==> src/rtl/sprint1_video_capture.sv <==
// SPRINT1 video capture: samples mono video on ce_pix, emits ARGB8888 pixels with x/y tags,
// line/frame strobes, measured active geometry and a lock flag.
// Latency 1 clk from the sampling ce_pix cycle; no backpressure (display side must accept every pixel).
// Optional scanline dimming of odd lines: define VIDCAP_SCANLINE_EN.
module sprint1_video_capture #(
  parameter int          XW     = 9,
  parameter int          YW     = 9,
  parameter logic [23:0] BG_RGB = 24'h808080
) (
  input  logic          clk,
  input  logic          reset,
  input  logic          ce_pix,
  input  logic          video_w,
  input  logic          video_b,
  input  logic          hblank,
  input  logic          vblank,
  output logic          pix_valid,
  output logic [XW-1:0] pix_x,
  output logic [YW-1:0] pix_y,
  output logic [31:0]   pix_argb,
  output logic          line_start,
  output logic          frame_start,
  output logic [XW-1:0] frame_width,
  output logic [YW-1:0] frame_height,
  output logic          locked,
  output logic          overflow
);

  typedef enum logic [1:0] {
    UNLOCKED = 2'd0,
    CHECK    = 2'd1,
    LOCKED   = 2'd2
  } lock_state_t;

  localparam logic [XW-1:0] X_ONE = {{(XW-1){1'b0}}, 1'b1};
  localparam logic [YW-1:0] Y_ONE = {{(YW-1){1'b0}}, 1'b1};

  lock_state_t   state_q, state_d;
  logic [XW-1:0] x_cnt;
  logic [XW-1:0] max_w;
  logic [YW-1:0] y_cnt;
  logic          hblank_q, vblank_q;
  logic          line_has_px;
  logic          frame_has_px;

  logic          active;
  logic          x_full, y_full;
  logic [XW-1:0] x_len;
  logic [YW-1:0] y_after;
  logic          hb_rise, vb_rise, vb_fall;
  logic          line_end;
  logic          x_ovf, y_ovf;
  logic          capture;
  logic          ovf_at_cap;
  logic          geom_equal;
  logic [23:0]   rgb;

  // Sample-level decode: blanking edges, saturation and the line length including this pixel.
  always_comb begin
    active     = ~hblank & ~vblank;
    x_full     = &x_cnt;
    y_full     = &y_cnt;
    x_len      = x_full ? x_cnt : x_cnt + X_ONE;
    hb_rise    = hblank & ~hblank_q;
    vb_rise    = vblank & ~vblank_q;
    vb_fall    = ~vblank & vblank_q;
    line_end   = hb_rise & line_has_px;
    x_ovf      = active & x_full;
    y_ovf      = line_end & y_full;
    // A line closing on the same sample as vblank rising still counts toward the height.
    y_after    = (line_end && !y_full) ? y_cnt + Y_ONE : y_cnt;
    capture    = ce_pix & vb_rise & frame_has_px;
    ovf_at_cap = overflow | x_ovf | y_ovf;
    geom_equal = (max_w == frame_width) && (y_after == frame_height);
  end

  // Colour map: black has priority over white; neither selects the background colour.
  always_comb begin
    rgb = BG_RGB;
    if (video_b) begin
      rgb = 24'h000000;
    end else if (video_w) begin
      rgb = 24'hFFFFFF;
    end
`ifdef VIDCAP_SCANLINE_EN
    if (y_cnt[0]) begin
      rgb = {1'b0, rgb[23:17], 1'b0, rgb[15:9], 1'b0, rgb[7:1]};
    end
`else
`endif
  end

  // Lock state machine: advances on equal consecutive captures, falls back on any change or overflow.
  always_comb begin
    state_d = state_q;
    if (capture) begin
      if (ovf_at_cap || !geom_equal) begin
        state_d = UNLOCKED;
      end else begin
        case (state_q)
          UNLOCKED: state_d = CHECK;
          CHECK:    state_d = LOCKED;
          LOCKED:   state_d = LOCKED;
          default:  state_d = UNLOCKED;
        endcase
      end
    end
  end

  // Lock state register.
  always_ff @(posedge clk or posedge reset) begin
    if (reset) begin
      state_q <= UNLOCKED;
    end else begin
      state_q <= state_d;
    end
  end

  assign locked = (state_q == LOCKED);

  // Raster tracking: blank edge history, x/y counters and per-line/per-frame activity.
  always_ff @(posedge clk or posedge reset) begin
    if (reset) begin
      hblank_q     <= 1'b0;
      vblank_q     <= 1'b0;
      x_cnt        <= '0;
      y_cnt        <= '0;
      max_w        <= '0;
      line_has_px  <= 1'b0;
      frame_has_px <= 1'b0;
    end else if (ce_pix) begin
      hblank_q <= hblank;
      vblank_q <= vblank;

      if (hblank) begin
        x_cnt <= '0;
      end else if (active && !x_full) begin
        x_cnt <= x_cnt + X_ONE;
      end

      if (vblank) begin
        y_cnt <= '0;
      end else if (line_end && !y_full) begin
        y_cnt <= y_cnt + Y_ONE;
      end

      if (active) begin
        line_has_px <= 1'b1;
      end else begin
        line_has_px <= 1'b0;
      end

      if (active) begin
        frame_has_px <= 1'b1;
      end else if (vblank) begin
        frame_has_px <= 1'b0;
      end

      // Longest line of the frame; read at the capture sample before it clears.
      if (vblank) begin
        max_w <= '0;
      end else if (active && (x_len > max_w)) begin
        max_w <= x_len;
      end
    end
  end

  // Geometry capture at the end of each frame that had active lines; overflow is sticky per frame.
  always_ff @(posedge clk or posedge reset) begin
    if (reset) begin
      frame_width  <= '0;
      frame_height <= '0;
      overflow     <= 1'b0;
    end else if (ce_pix) begin
      if (capture) begin
        frame_width  <= max_w;
        frame_height <= y_after;
      end
      if (vb_fall) begin
        overflow <= 1'b0;
      end
      if (x_ovf || y_ovf) begin
        overflow <= 1'b1;
      end
    end
  end

  // Pixel outputs: strobes last one clk, tag/colour hold until the next enable.
  always_ff @(posedge clk or posedge reset) begin
    if (reset) begin
      pix_valid   <= 1'b0;
      pix_x       <= '0;
      pix_y       <= '0;
      pix_argb    <= 32'h0;
      line_start  <= 1'b0;
      frame_start <= 1'b0;
    end else begin
      pix_valid   <= 1'b0;
      line_start  <= 1'b0;
      frame_start <= 1'b0;
      if (ce_pix) begin
        pix_valid   <= active;
        line_start  <= active && (x_cnt == '0);
        frame_start <= active && (x_cnt == '0) && (y_cnt == '0);
        if (active) begin
          pix_x    <= x_cnt;
          pix_y    <= y_cnt;
          pix_argb <= {8'hFF, rgb};
        end else begin
          pix_argb <= 32'h0;
        end
      end
    end
  end

endmodule
==> config.mk <==
export PLATFORM = sky130hd
export DESIGN_NAME = sprint1_video_capture
export DESIGN_NICKNAME = d
export VERILOG_FILES = /design/src/rtl/sprint1_video_capture.sv
export SDC_FILE = /design/constraint.sdc
export NUM_CORES = 1
export LEC_CHECK = 0
export CORE_AREA = 3 3 122 153
export DETAILED_ROUTE_END_ITERATION = 8
export DIE_AREA = 0 0 125 156
export GPL_ROUTABILITY_DRIVEN = 0
export SKIP_CTS_REPAIR_TIMING = 1
export SLEW_MARGIN = 20
export SYNTH_ARGS = -nofsm -noshare
export SYNTH_HDL_FRONTEND = slang
export SYNTH_SLANG_ARGS = --single-unit
==> constraint.sdc <==
create_clock -name clk -period 10.7 [get_ports clk]
set_input_delay 2.14 -clock clk [delete_from_list [all_inputs] [get_ports clk]]
set_output_delay 2.14 -clock clk [all_outputs]
set_load 0.005 [all_outputs]
* Word-level counts from Yosys, hierarchy flattened
Index checks and enable logic that the tools add are counted.
** Storage, ports and cells
- Flip-flop bits (word level) :: 105
- Logic and storage cells :: 86
- Output and inout bits :: 73
** Operators by class
- Mux-type cells :: 20
- Add/sub/neg operators :: 2
- Bitwise gates (word level) :: 15
- $lt $le $gt $ge :: 1
- Reduce and logical (&&, ||, !) cells :: 27
- Equality and inequality tests :: 4
** Operators with widths (count)
- $mux W9 :: 7
- $mux W32 :: 1
- $mux W24 :: 1
- $mux W23 :: 1
- $add A9 B1 Y9 const B :: 2
- $eq A9 B9 Y1 :: 2
- $logic_not A9 Y1 :: 2
- $reduce_and A9 Y1 :: 2
- $reduce_and A2 Y1 :: 6
- $and A1 B1 Y1 :: 9
- $gt A9 B9 Y1 :: 1
- $mux W1 :: 8
- $reduce_bool A2 Y1 :: 4
- $logic_and A1 B1 Y1 :: 6
- $not A1 Y1 :: 4
- $pmux W2 S2 :: 1
- $logic_not A1 Y1 :: 3
- $eq A2 B1 Y1 const B :: 1
- $eq A2 B2 Y1 const B :: 1
- $logic_not A2 Y1 :: 1
- $logic_or A1 B1 Y1 :: 2
- $mux W2 :: 1
- $or A1 B1 Y1 :: 2
- $reduce_or A2 Y1 :: 1

* Logic depth before layout (Yosys ltp)
- Depth after elaboration :: 10
- Mapped depth :: 15

* Least setup slack after synthesis
OpenSTA, ideal clock, no wires.
- Path kind :: flip-flop to flip-flop
- Start point :: register x_cnt[0]
- End point :: register max_w[1]
- Stages on the path, launching flop included :: 16
- Setup slack :: 7.118 ns
- Clock period less this slack :: 3.582 ns
- Required time :: 10.573 ns
- Buffers on the path :: 1
- Data arrival time :: 3.455 ns
- Cells stage by stage :: dfrtp_1 -> ha_1 -> and3_1 -> and3_1 -> and3_1 -> ha_1 -> clkbuf_1 -> nand2b_1 -> xnor2_1 -> ha_1 -> a21o_1 -> a21o_1 -> a21oi_1 -> a31oi_1 -> o21ai_2 -> mux2_1
** On the way
- Longest elaborated chain between the ends :: 6
** RTL lines
- start: declaration :: RTL line 39 : logic [XW-1:0] x_cnt;
- start signal: assignment :: RTL line 138 : x_cnt <= x_cnt + X_ONE;
- $add A9 B1 Y9 / $reduce_and A9 Y1 (equally long branches) :: RTL line 63, 61
- $mux W9 (*) :: RTL line 63 : x_len = x_full ? x_cnt : x_cnt + X_ONE;
- $gt A9 B9 Y1 :: RTL line 162 : end else if (active && (x_len > max_w)) begin
- $logic_and A1 B1 Y1 :: RTL line 162
- $reduce_bool A2 Y1 (no source line)
- $reduce_and A2 Y1 (no source line)
- end signal: assignment :: RTL line 163 : max_w <= x_len;
- end: declaration :: RTL line 40 : logic [XW-1:0] max_w;
Every way passes the cells marked *; elsewhere a longest branch is shown, timed or not. The select of a mux whose other input is x is not followed.
A chain may end at the register's enable or synchronous reset.

* Worst setup path after layout
- Start point :: input hblank
- End point :: register state_q[0]
** On the way
- Longest elaborated chain between the ends :: 9
** RTL lines
- start: declaration :: RTL line 15 : input logic hblank,
- $and A1 B1 Y1 :: RTL line 64 : hb_rise = hblank & ~hblank_q;
- $and A1 B1 Y1 :: RTL line 67 : line_end = hb_rise & line_has_px;
- $logic_and A1 B1 Y1 :: RTL line 71 : y_after = (line_end && !y_full) ? y_cnt + Y_ONE : y_cnt;
- $mux W9
- $eq A9 B9 Y1 :: RTL line 74 : geom_equal = (max_w == frame_width) && (y_after == frame_height);
- $logic_and A1 B1 Y1 :: RTL line 74
- $logic_not A1 Y1 :: RTL line 97 : if (ovf_at_cap || !geom_equal) begin
- $logic_or A1 B1 Y1 (*) :: RTL line 97
- $mux W2 (*) :: RTL line 97
- end signal: assignment :: RTL line 115 : state_q <= state_d;
- end: declaration :: RTL line 38 : lock_state_t state_q, state_d;
Every way passes the cells marked *; elsewhere a longest branch is shown, timed or not.

==> impl_metrics.tcl <==
set metrics [dict create \
    status "finished, final reports clean" \
    htreeDepth 3 \
    overflow 0 \
    synth.avg_cell_area_um2 9.54 \
    grt_pass1_wl_um 17000 \
    path_buf_inv 1 \
    synth_edf_count 0 \
    p_leak_nw 2.35 \
    drtPass1Iterations 4 \
    critPathLaunchType "primary input" \
    drt_iter0_drc 171 \
    chipHeight_um 156 \
    syn_area_um2 4310 \
    ys_ff_latch 75 \
    nNetsFinal 516 \
    diodes 0 \
    die_w_um 125 \
    cts_root_buf "clkbuf_16" \
    drc 0 \
    synth_flop_cell "dfrtp_1" \
    p_sw_uw 249 \
    finalWorstSetupSlack_ns 6.34 \
    synth_cells 452 \
    syn_nets 477 \
    rsz0062_at_grt "false" \
    worstPathMaxFanout 10 \
    initial_core_util 0.247 \
    max-slew-margin-rel 0.369 \
    antenna_found_initial 0 \
    vias 3149 \
    tightest_slew_ns 0.947 \
    hold_class "flip-flop to flip-flop" \
    ir_drop_uv 75.7 \
    slowest_stage "clkdlybuf4s50_1" \
    place_ws_ns 6.01 \
    syn2layout_area_growth_pct 25.1 \
    period_needed_ns 4.36 \
    fill_cells 1816 \
    critPathTopFamily "simple AND/OR/NAND/NOR gates" \
    required_ns 10.97 \
    switching_share 0.276 \
    maxCapViolations 0 \
    cts_buffers 9 \
    finClkSkew_ns 0.00562 \
    totalWireLength_um 10300 \
    period_share 0.408 \
    clkTransAtPathRegs_ns 0.06 \
    drive_gt1_frac 0.0827 \
    critPathMaxStageDelay_ns 0.63 \
    worstSetupPathType "primary input to flip-flop" \
    ant_nets 0 \
    path_cells "clkdlybuf4s50_1, nand4bb_1, nor2_1, xnor3_1, nand4_1, nor4_2, a22o_1" \
    core.rowCount 54 \
    hold_viol_final 0 \
    seq_area_frac_synth 0.435 \
    ioPinCount 80 \
    final.setup.tns_ns 0 \
    wl_per_cell_um 14.3 \
    clockBufferDepth 2 \
    port_buffers 79 \
    grt_pass1_vias 3227 \
    grt_max_degree 76 \
    maxSlewViolCount 0 \
    pwr-share-seq 0.394 \
    drt-vias-per-instance 4.37 \
    track_usage 0.108 \
    die_area_um2 19500 \
    cts_sinks 75 \
    core_area_um2 17400 \
    cp.arrival_ns 4.63 \
    clkPwrFrac 0.385 \
    worstSetupEndpointType "flip-flop" \
    combPwrFrac 0.221 \
    p_per_area_nw_per_um2 167 \
    worstSkewPairLatency_ns 0.33 \
    setup_viol 0 \
    cts_tree "yes" \
    timing.fmax_ghz 0.229 \
    synthArstFlopShare 1.00 \
    final_common_cell "clkdlybuf4s50_1" \
    place.detailed.hpwl_um 7580 \
    intPower_uw 654 \
    mostFrequentLayoutCells "clkdlybuf4s50_1, dfrtp_1, nand2_1" \
    ys_warn_count 0 \
    netlist-cell-type-count 58 \
]
## registers in the layout, summed over array words and instances, names as in the netlist, 2 cells and up
name          count
max_w             9
x_cnt             9
pix_argb          3
y_cnt             9
pix_y             9
frame_height      9
pix_x             9
frame_width       9
state_q           2
## Yosys cell counts, drive strengths merged (2+ instances only)
| cell | n | area share |
|---|---|---|
| nand4 | 6 | 0.0087 |
| o22ai | 10 | 0.015 |
| xnor2 | 21 | 0.043 |
| a22o | 5 | 0.010 |
| a21o | 3 | 0.0052 |
| clkbuf | 16 | 0.014 |
| nand3b | 2 | 0.0044 |
| nor2 | 16 | 0.015 |
| nor2b | 3 | 0.0044 |
| dfrtp | 75 | 0.44 |
| nand3 | 10 | 0.012 |
| a21oi | 16 | 0.019 |
| o21a | 2 | 0.0035 |
| xor2 | 11 | 0.022 |
| and3 | 9 | 0.014 |
| nand2b | 5 | 0.0078 |
| inv | 32 | 0.028 |
| ha | 18 | 0.052 |
| buf | 39 | 0.069 |
| o21ai | 45 | 0.053 |
| o31ai | 2 | 0.0035 |
| a31oi | 3 | 0.0044 |
| mux2 | 11 | 0.029 |
| nor4b | 2 | 0.0041 |
| nor4 | 8 | 0.023 |
| mux2i | 3 | 0.0099 |
| nand2 | 63 | 0.055 |
## power by group through the flow
| stage | Combinational [mW] | Sequential, mW | Clock [mW] |
|---|---|---|---|
| floorplan | 0.128 | 0.351 | 0 |
| global placement | 0.200 | 0.360 | 0 |
| detailed placement | 0.203 | 0.362 | 0 |
| CTS | 0.205 | 0.357 | 0.355 |
| global route | 0.223 | 0.362 | 0.370 |
| finish | 0.200 | 0.356 | 0.348 |
## through the flow
step / std cells / instance area [um^2] / hold slack, ns / util / total power [mW]
floorplan: 452 / 4310 / 0.447 / - / 0.480
global placement: 704 / 5060 / 0.462 / 0.290 / 0.561
detailed placement: 704 / 5060 / 0.462 / 0.290 / 0.565
CTS: 720 / 5400 / 0.482 / 0.310 / 0.917
global route: 720 / 5400 / 0.510 / 0.310 / 0.956
finish: 720 / 5400 / 0.478 / 0.310 / 0.904
## worst min-delay path: stages, from the launching register on
cell and delay (ns):
dfrtp_1 0.34, nand2_1 0.05, nand2_1 0.06
## kinds of logic after synthesis
group	after synthesis	synth area share
xor+xnor	33	0.0702
mux	14	0.0386
compound gates	95	0.131
buf+inv	87	0.111
fa+ha+maj	18	0.0522
flops	75	0.435
simple gates	130	0.162
## final cells by class
class / count / area (um^2) / area share
Tap cell: 224 / 280 / 0.0519
Multi-Input combinational cell: 290 / 1960 / 0.363
Timing Repair Buffer: 83 / 821 / 0.152
Clock buffer: 10 / 229 / 0.0424
Sequential cell: 75 / 1880 / 0.348
Inverter: 32 / 120 / 0.0222
Clock inverter: 6 / 114 / 0.0211
## metal layers
| layer | routed length, um | vias up | track usage |
|---|---|---|---|
| met2 | 5510 | 53 | 0.194 |
| met1 | 4210 | 1500 | 0.123 |
| met5 | 0 | - | 0 |
| li1 | - | 1583 | - |
| met4 | 165 | 0 | 0.0351 |
| met3 | 415 | 13 | 0.0332 |
## worst paths after layout
| path | startpoint | end | slack, ns | cells past startpoint |
|---|---|---|---|---|
| setup / recovery | hblank | state_q[0] | 6.34 | 7 |
| max in group asynchronous | reset | y_cnt[4] | 7.67 | 3 |
| hold reg to reg | pix_x[3] | pix_x[3] | 0.48 | 2 |
| setup reg to reg | x_cnt[0] | max_w[4] | 6.71 | 14 |
| hold / removal | pix_x[3] | pix_x[3] | 0.48 | 2 |
| min in group asynchronous | reset | pix_valid | 2.43 | 3 |
No activity file was read; power rests on OpenSTA's default activity.
==> patch 1, RTL diff (same settings) <==
`XW`: 9 -> 8.
--- a/src/rtl/sprint1_video_capture.sv
+++ b/src/rtl/sprint1_video_capture.sv
@@ -3,7 +3,7 @@
 // Latency 1 clk from the sampling ce_pix cycle; no backpressure (display side must accept every pixel).
 // Optional scanline dimming of odd lines: define VIDCAP_SCANLINE_EN.
 module sprint1_video_capture #(
-  parameter int          XW     = 9,
+  parameter int          XW     = 8,
   parameter int          YW     = 9,
   parameter logic [23:0] BG_RGB = 24'h808080
 ) (
Interface: changed (resized frame_width and pix_x); port bits go from 80 to 78. No check against the original RTL was run, so the function may have changed too.
==> patch 1 against the original RTL <==
Sequential cell count fell by 4; final area decreased by 5.5%; area after synthesis shrank 6.1%; worst setup slack lost 0.63 ns; routed wire length shrank 6.6%; total power is 7.2% higher; combinational power grew 38%; fmax down 13%; register-to-register slack better by 0.43 ns; via count decreased by 2.5%.
==> patch 1: results <==
export IMPL_skew_ns=0.006551
export IMPL_yosysUniqueCellTypes=45
export IMPL_cts_buffers=9
export IMPL_routed_wl_met2_um=5157
export IMPL_grt_pass1_vias=3088
export IMPL_dr_wl_met3_um=297
export IMPL_r2r_start="x_cnt[0]$_DFFE_PP0P_"
export IMPL_wl_met1_um=3985
export IMPL_synth_compound_area_share=0.1223
export IMPL_p_leak_nw=2.094
export IMPL_wire_per_inst_um=14.09
export IMPL_htree_levels=3
export IMPL_synth_ff_type="dfrtp_1"
export IMPL_max_stage_delay_ns=0.83
export IMPL_syn_num_nets=441
export IMPL_r2r_cells=12
export IMPL_synthArstFlopShare=1.000
export IMPL_grt_pass1_wl_um=16100
export IMPL_worstSetupEndpoint="max_w[2]$_DFFE_PP0P_"
export IMPL_antennaDiodeCount=0
export IMPL_track_usage=0.1019
export IMPL_clockRootBuffer="clkbuf_16"
export IMPL_outcome="completed"
export IMPL_clk_latency_ns=0.33
export IMPL_critPathSlowestCell="clkdlybuf4s50_1"
export IMPL_arrival_ns=5.20
export IMPL_drive_above_1_share=0.1089
export IMPL_tightest_slew_ns=0.9906
export IMPL_ys_warn_count=0
export IMPL_vias=3071
export IMPL_synth_common_cells="dfrtp_1, nand2_1, o21ai_0"
export IMPL_grt_max_degree=72
export IMPL_synth_adder_area_share=0.04634
export IMPL_synth_area_leaders="dfrtp_1, mux2_2, buf_4, xnor2_1, ha_1"
export IMPL_cts_clk_slew_worst_paths_ns=0.06
export IMPL_critPathLaunch="vblank"
export IMPL_antenna_found_initial=0
export IMPL_fill_cells=1830
export IMPL_ir_worst_vdd_mv=0.06918
export IMPL_crit_family="simple AND/OR/NAND/NOR gates"
export IMPL_ys_seq_area_frac=0.4387
export IMPL_synthMuxAreaShare=0.08001
export IMPL_end_kind="flop"
export IMPL_finalNetCount=476
export IMPL_r2r_slack_ns=7.14
export IMPL_critPathMaxFanout=22
export IMPL_routed_top_layer="met4"
export IMPL_hpwl_um=7222
export IMPL_hold_class="reg -> reg"
export IMPL_detail_route_iter0_violations=149
export IMPL_synthXorXnorAreaFrac=0.05839
export IMPL_firstDrtPassIters=6
export IMPL_port_buffers=77
export IMPL_cts_buffer_depth=2
export IMPL_reg_top3="frame_height (9), pix_y (9), y_cnt (9)"
-- patch 1: per-stage QoR --
step                cells  setup slack [ns]  utilization  hold slack [ns]  cell area, um^2
CTS                   683             5.719       0.2927           0.4902             5102
finish                683             5.711       0.2927           0.4824             5102
global route          683             5.409       0.2927           0.5158             5102
floorplan             419             6.763            -           0.4466             4050
global placement      667             5.491       0.2751           0.4639             4796
detailed placement    667             5.375       0.2751           0.4772             4796
-- patch 1: kinds of logic after synthesis --
logic type,count (synthesis)
buf+inv,85
fa+ha+maj,15
flops,71
xor+xnor,27
compound gates,83
simple gates,109
mux,29
-- patch 1: layout make-up --
type,count,area [um^2],area share
Clock buffer,12,236.5,0.04635
Clock inverter,4,70.07,0.01373
Inverter,29,108.9,0.02133
Multi-Input combinational cell,263,1837,0.3600
Sequential cell,71,1777,0.3482
Tap cell,224,280.3,0.05493
Timing Repair Buffer,80,793.3,0.1555
-- patch 1: how the worst min path moves through the flow --
stage	start	endpoint	slack, ns	cells after the start
2_1_floorplan	frame_has_px$_DFFE_PP0P_	frame_has_px$_DFFE_PP0P_	0.45	2
3_3_place_gp	state_q[0]$_DFFE_PP0P_	state_q[0]$_DFFE_PP0P_	0.46	2
3_5_place_dp	frame_has_px$_DFFE_PP0P_	frame_has_px$_DFFE_PP0P_	0.48	2
4_1_cts	state_q[0]$_DFFE_PP0P_	state_q[0]$_DFFE_PP0P_	0.49	2
5_1_grt	state_q[0]$_DFFE_PP0P_	state_q[0]$_DFFE_PP0P_	0.52	2
6_report	state_q[0]$_DFFE_PP0P_	state_q[0]$_DFFE_PP0P_	0.48	2
-- patch 1: report_power, final --
group,switching [W],internal [W],total (W)
clock network,0.000107,0.000203,0.000310
logic,0.000116,0.000159,0.000275
registers,0.0000620,0.000321,0.000383
-- patch 1: worst register-to-register path, delay by kind of cell (launching register included) --
| kind | cells | cell delay, ns |
|---|---|---|
| muxes | 1 | 0.42 |
| AOI/OAI and AO/OA | 5 | 1.12 |
| adders and majority gates | 2 | 0.61 |
| DFF | 1 | 0.48 |
| and+or+nand+nor | 4 | 0.82 |
-- patch 1: metal layers --
| metal | GRT usage | vias to the layer above |
|---|---|---|
| met1 | 0.1183 | 1503 |
| met3 | 0.02158 | 12 |
| met5 | 0 | - |
| li1 | - | 1493 |
| met2 | 0.1851 | 63 |
| met4 | 0.03719 | 0 |
==> patch 2, RTL diff (config.mk and constraints unchanged) <==
Without the edit above. Encoding of `lock_state_t`: now one-hot (3 bits for 3 states).
--- a/src/rtl/sprint1_video_capture.sv
+++ b/src/rtl/sprint1_video_capture.sv
@@ -26,10 +26,10 @@
   output logic          overflow
 );
 
-  typedef enum logic [1:0] {
-    UNLOCKED = 2'd0,
-    CHECK    = 2'd1,
-    LOCKED   = 2'd2
+  typedef enum logic [2:0] {
+    UNLOCKED = 3'b001,
+    CHECK    = 3'b010,
+    LOCKED   = 3'b100
   } lock_state_t;
 
   localparam logic [XW-1:0] X_ONE = {{(XW-1){1'b0}}, 1'b1};
Behaviour: no difference found for any inputs over 4 cycles, from zero or initial values and one cycle with reset high; so few cycles prove little.
==> patch 2 against the original RTL <==
Worst hold slack about the same; count of clock-buffer cells in the layout increased by 3; cell count increased by 2.2%; sequential cell count increased by 1; area after synthesis decreased by 1.0%; sequential power about the same; total power decreased by 3.8%; routed wire length increased by 6.3%; non-clock buffer count increased by 2; via count increased by 6.4%; first-iteration DRC count increased by 16%; worst setup slack got worse by 0.13 ns; global-route usage increased by 0.41 points; final area decreased by 0.12%; highest routed layer unchanged.
==> patch 2: results <==
export IMPL_outcome="completed"
export IMPL_grt_pass1_wl_um=17710
export IMPL_arrival_ns=4.73
export IMPL_ys_seq_area_frac=0.4456
export IMPL_firstDrtPassIters=5
export IMPL_hpwl_um=7906
export IMPL_skew_ns=0.009281
export IMPL_syn_num_nets=486
export IMPL_synth_seq_cells=76
export IMPL_relSlewSlack=0.5804
export IMPL_inverters_excl_clock=34
export IMPL_clock_cell_area_share=0.05824
export IMPL_fill_cells=1824
export IMPL_pre_cts_ws_ns=5.895
export IMPL_grt_max_degree=77
export IMPL_netlist_instances=463
export IMPL_via_per_inst=4.553
export IMPL_buffer_area_frac=0.1573
export IMPL_hold_end="pix_x[7]$_DFFE_PP0P_"
export IMPL_finalNetCount=530
export IMPL_synthMuxAreaShare=0.03604
export IMPL_buffers=85
export IMPL_multi_input_area_share=0.3559
export IMPL_reg2reg_to="max_w[6]$_DFFE_PP0P_"
export IMPL_track_usage=0.1124
export IMPL_stdcell_count=736
export IMPL_ir_worst_vdd_mv=0.08137
-- patch 2: cell types whose count changed after synthesis, sizes merged, moves of 3 or more --
| cell | change |
|---|---|
| nand2 | +6 |
| buf | -5 |
| nor2 | +5 |
| nor3 | +5 |
| o21a | +5 |
| o21ai | +3 |
-- patch 2: critical path, cell delays in order --
cell,delay [ns]
clkdlybuf4s50_1,0.62
nand4bb_1,0.42
nor2_1,0.46
o21ai_0,0.15
or4b_4,0.51
nor4_4,0.16
nand2_1,0.11
a2bb2oi_1,0.15
-- patch 2: metal layers --
layer  track usage  vias up  share of wire
li1              -     1637              -
met1        0.1338     1612           0.42
met2        0.1999       83           0.52
met3       0.01712       19          0.033
met4       0.05165        0          0.024
met5             0        -              0
-- patch 2: power breakdown --
part | switching [W] | internal [W]
logic | 0.0000886 | 0.000106
clock network | 0.000118 | 0.000200
registers | 0.0000377 | 0.000320
total | 0.000244 | 0.000625
-- patch 2: cell families after synthesis --
kind of cell,after synthesis
AND/OR/NAND/NOR,141
AO/OA/AOI/OAI,98
buffers and inverters,86
flip-flops,76
XOR/XNOR,32
adder cells (fa/ha/maj),16
multiplexers,14
-- patch 2: worst max-delay path by stage --
stage | from | end | slack (ns) | cells past startpoint
floorplan | reset | frame_has_px$_DFFE_PP0P_ | 6.62 | 1
global placement | hblank | state_q[0]$_DFFE_PP1P_ | 5.97 | 8
detailed placement | hblank | state_q[0]$_DFFE_PP1P_ | 5.89 | 8
CTS | hblank | state_q[1]$_DFFE_PP0P_ | 6.22 | 8
global route | hblank | state_q[1]$_DFFE_PP0P_ | 5.98 | 8
finish | hblank | state_q[0]$_DFFE_PP1P_ | 6.21 | 8
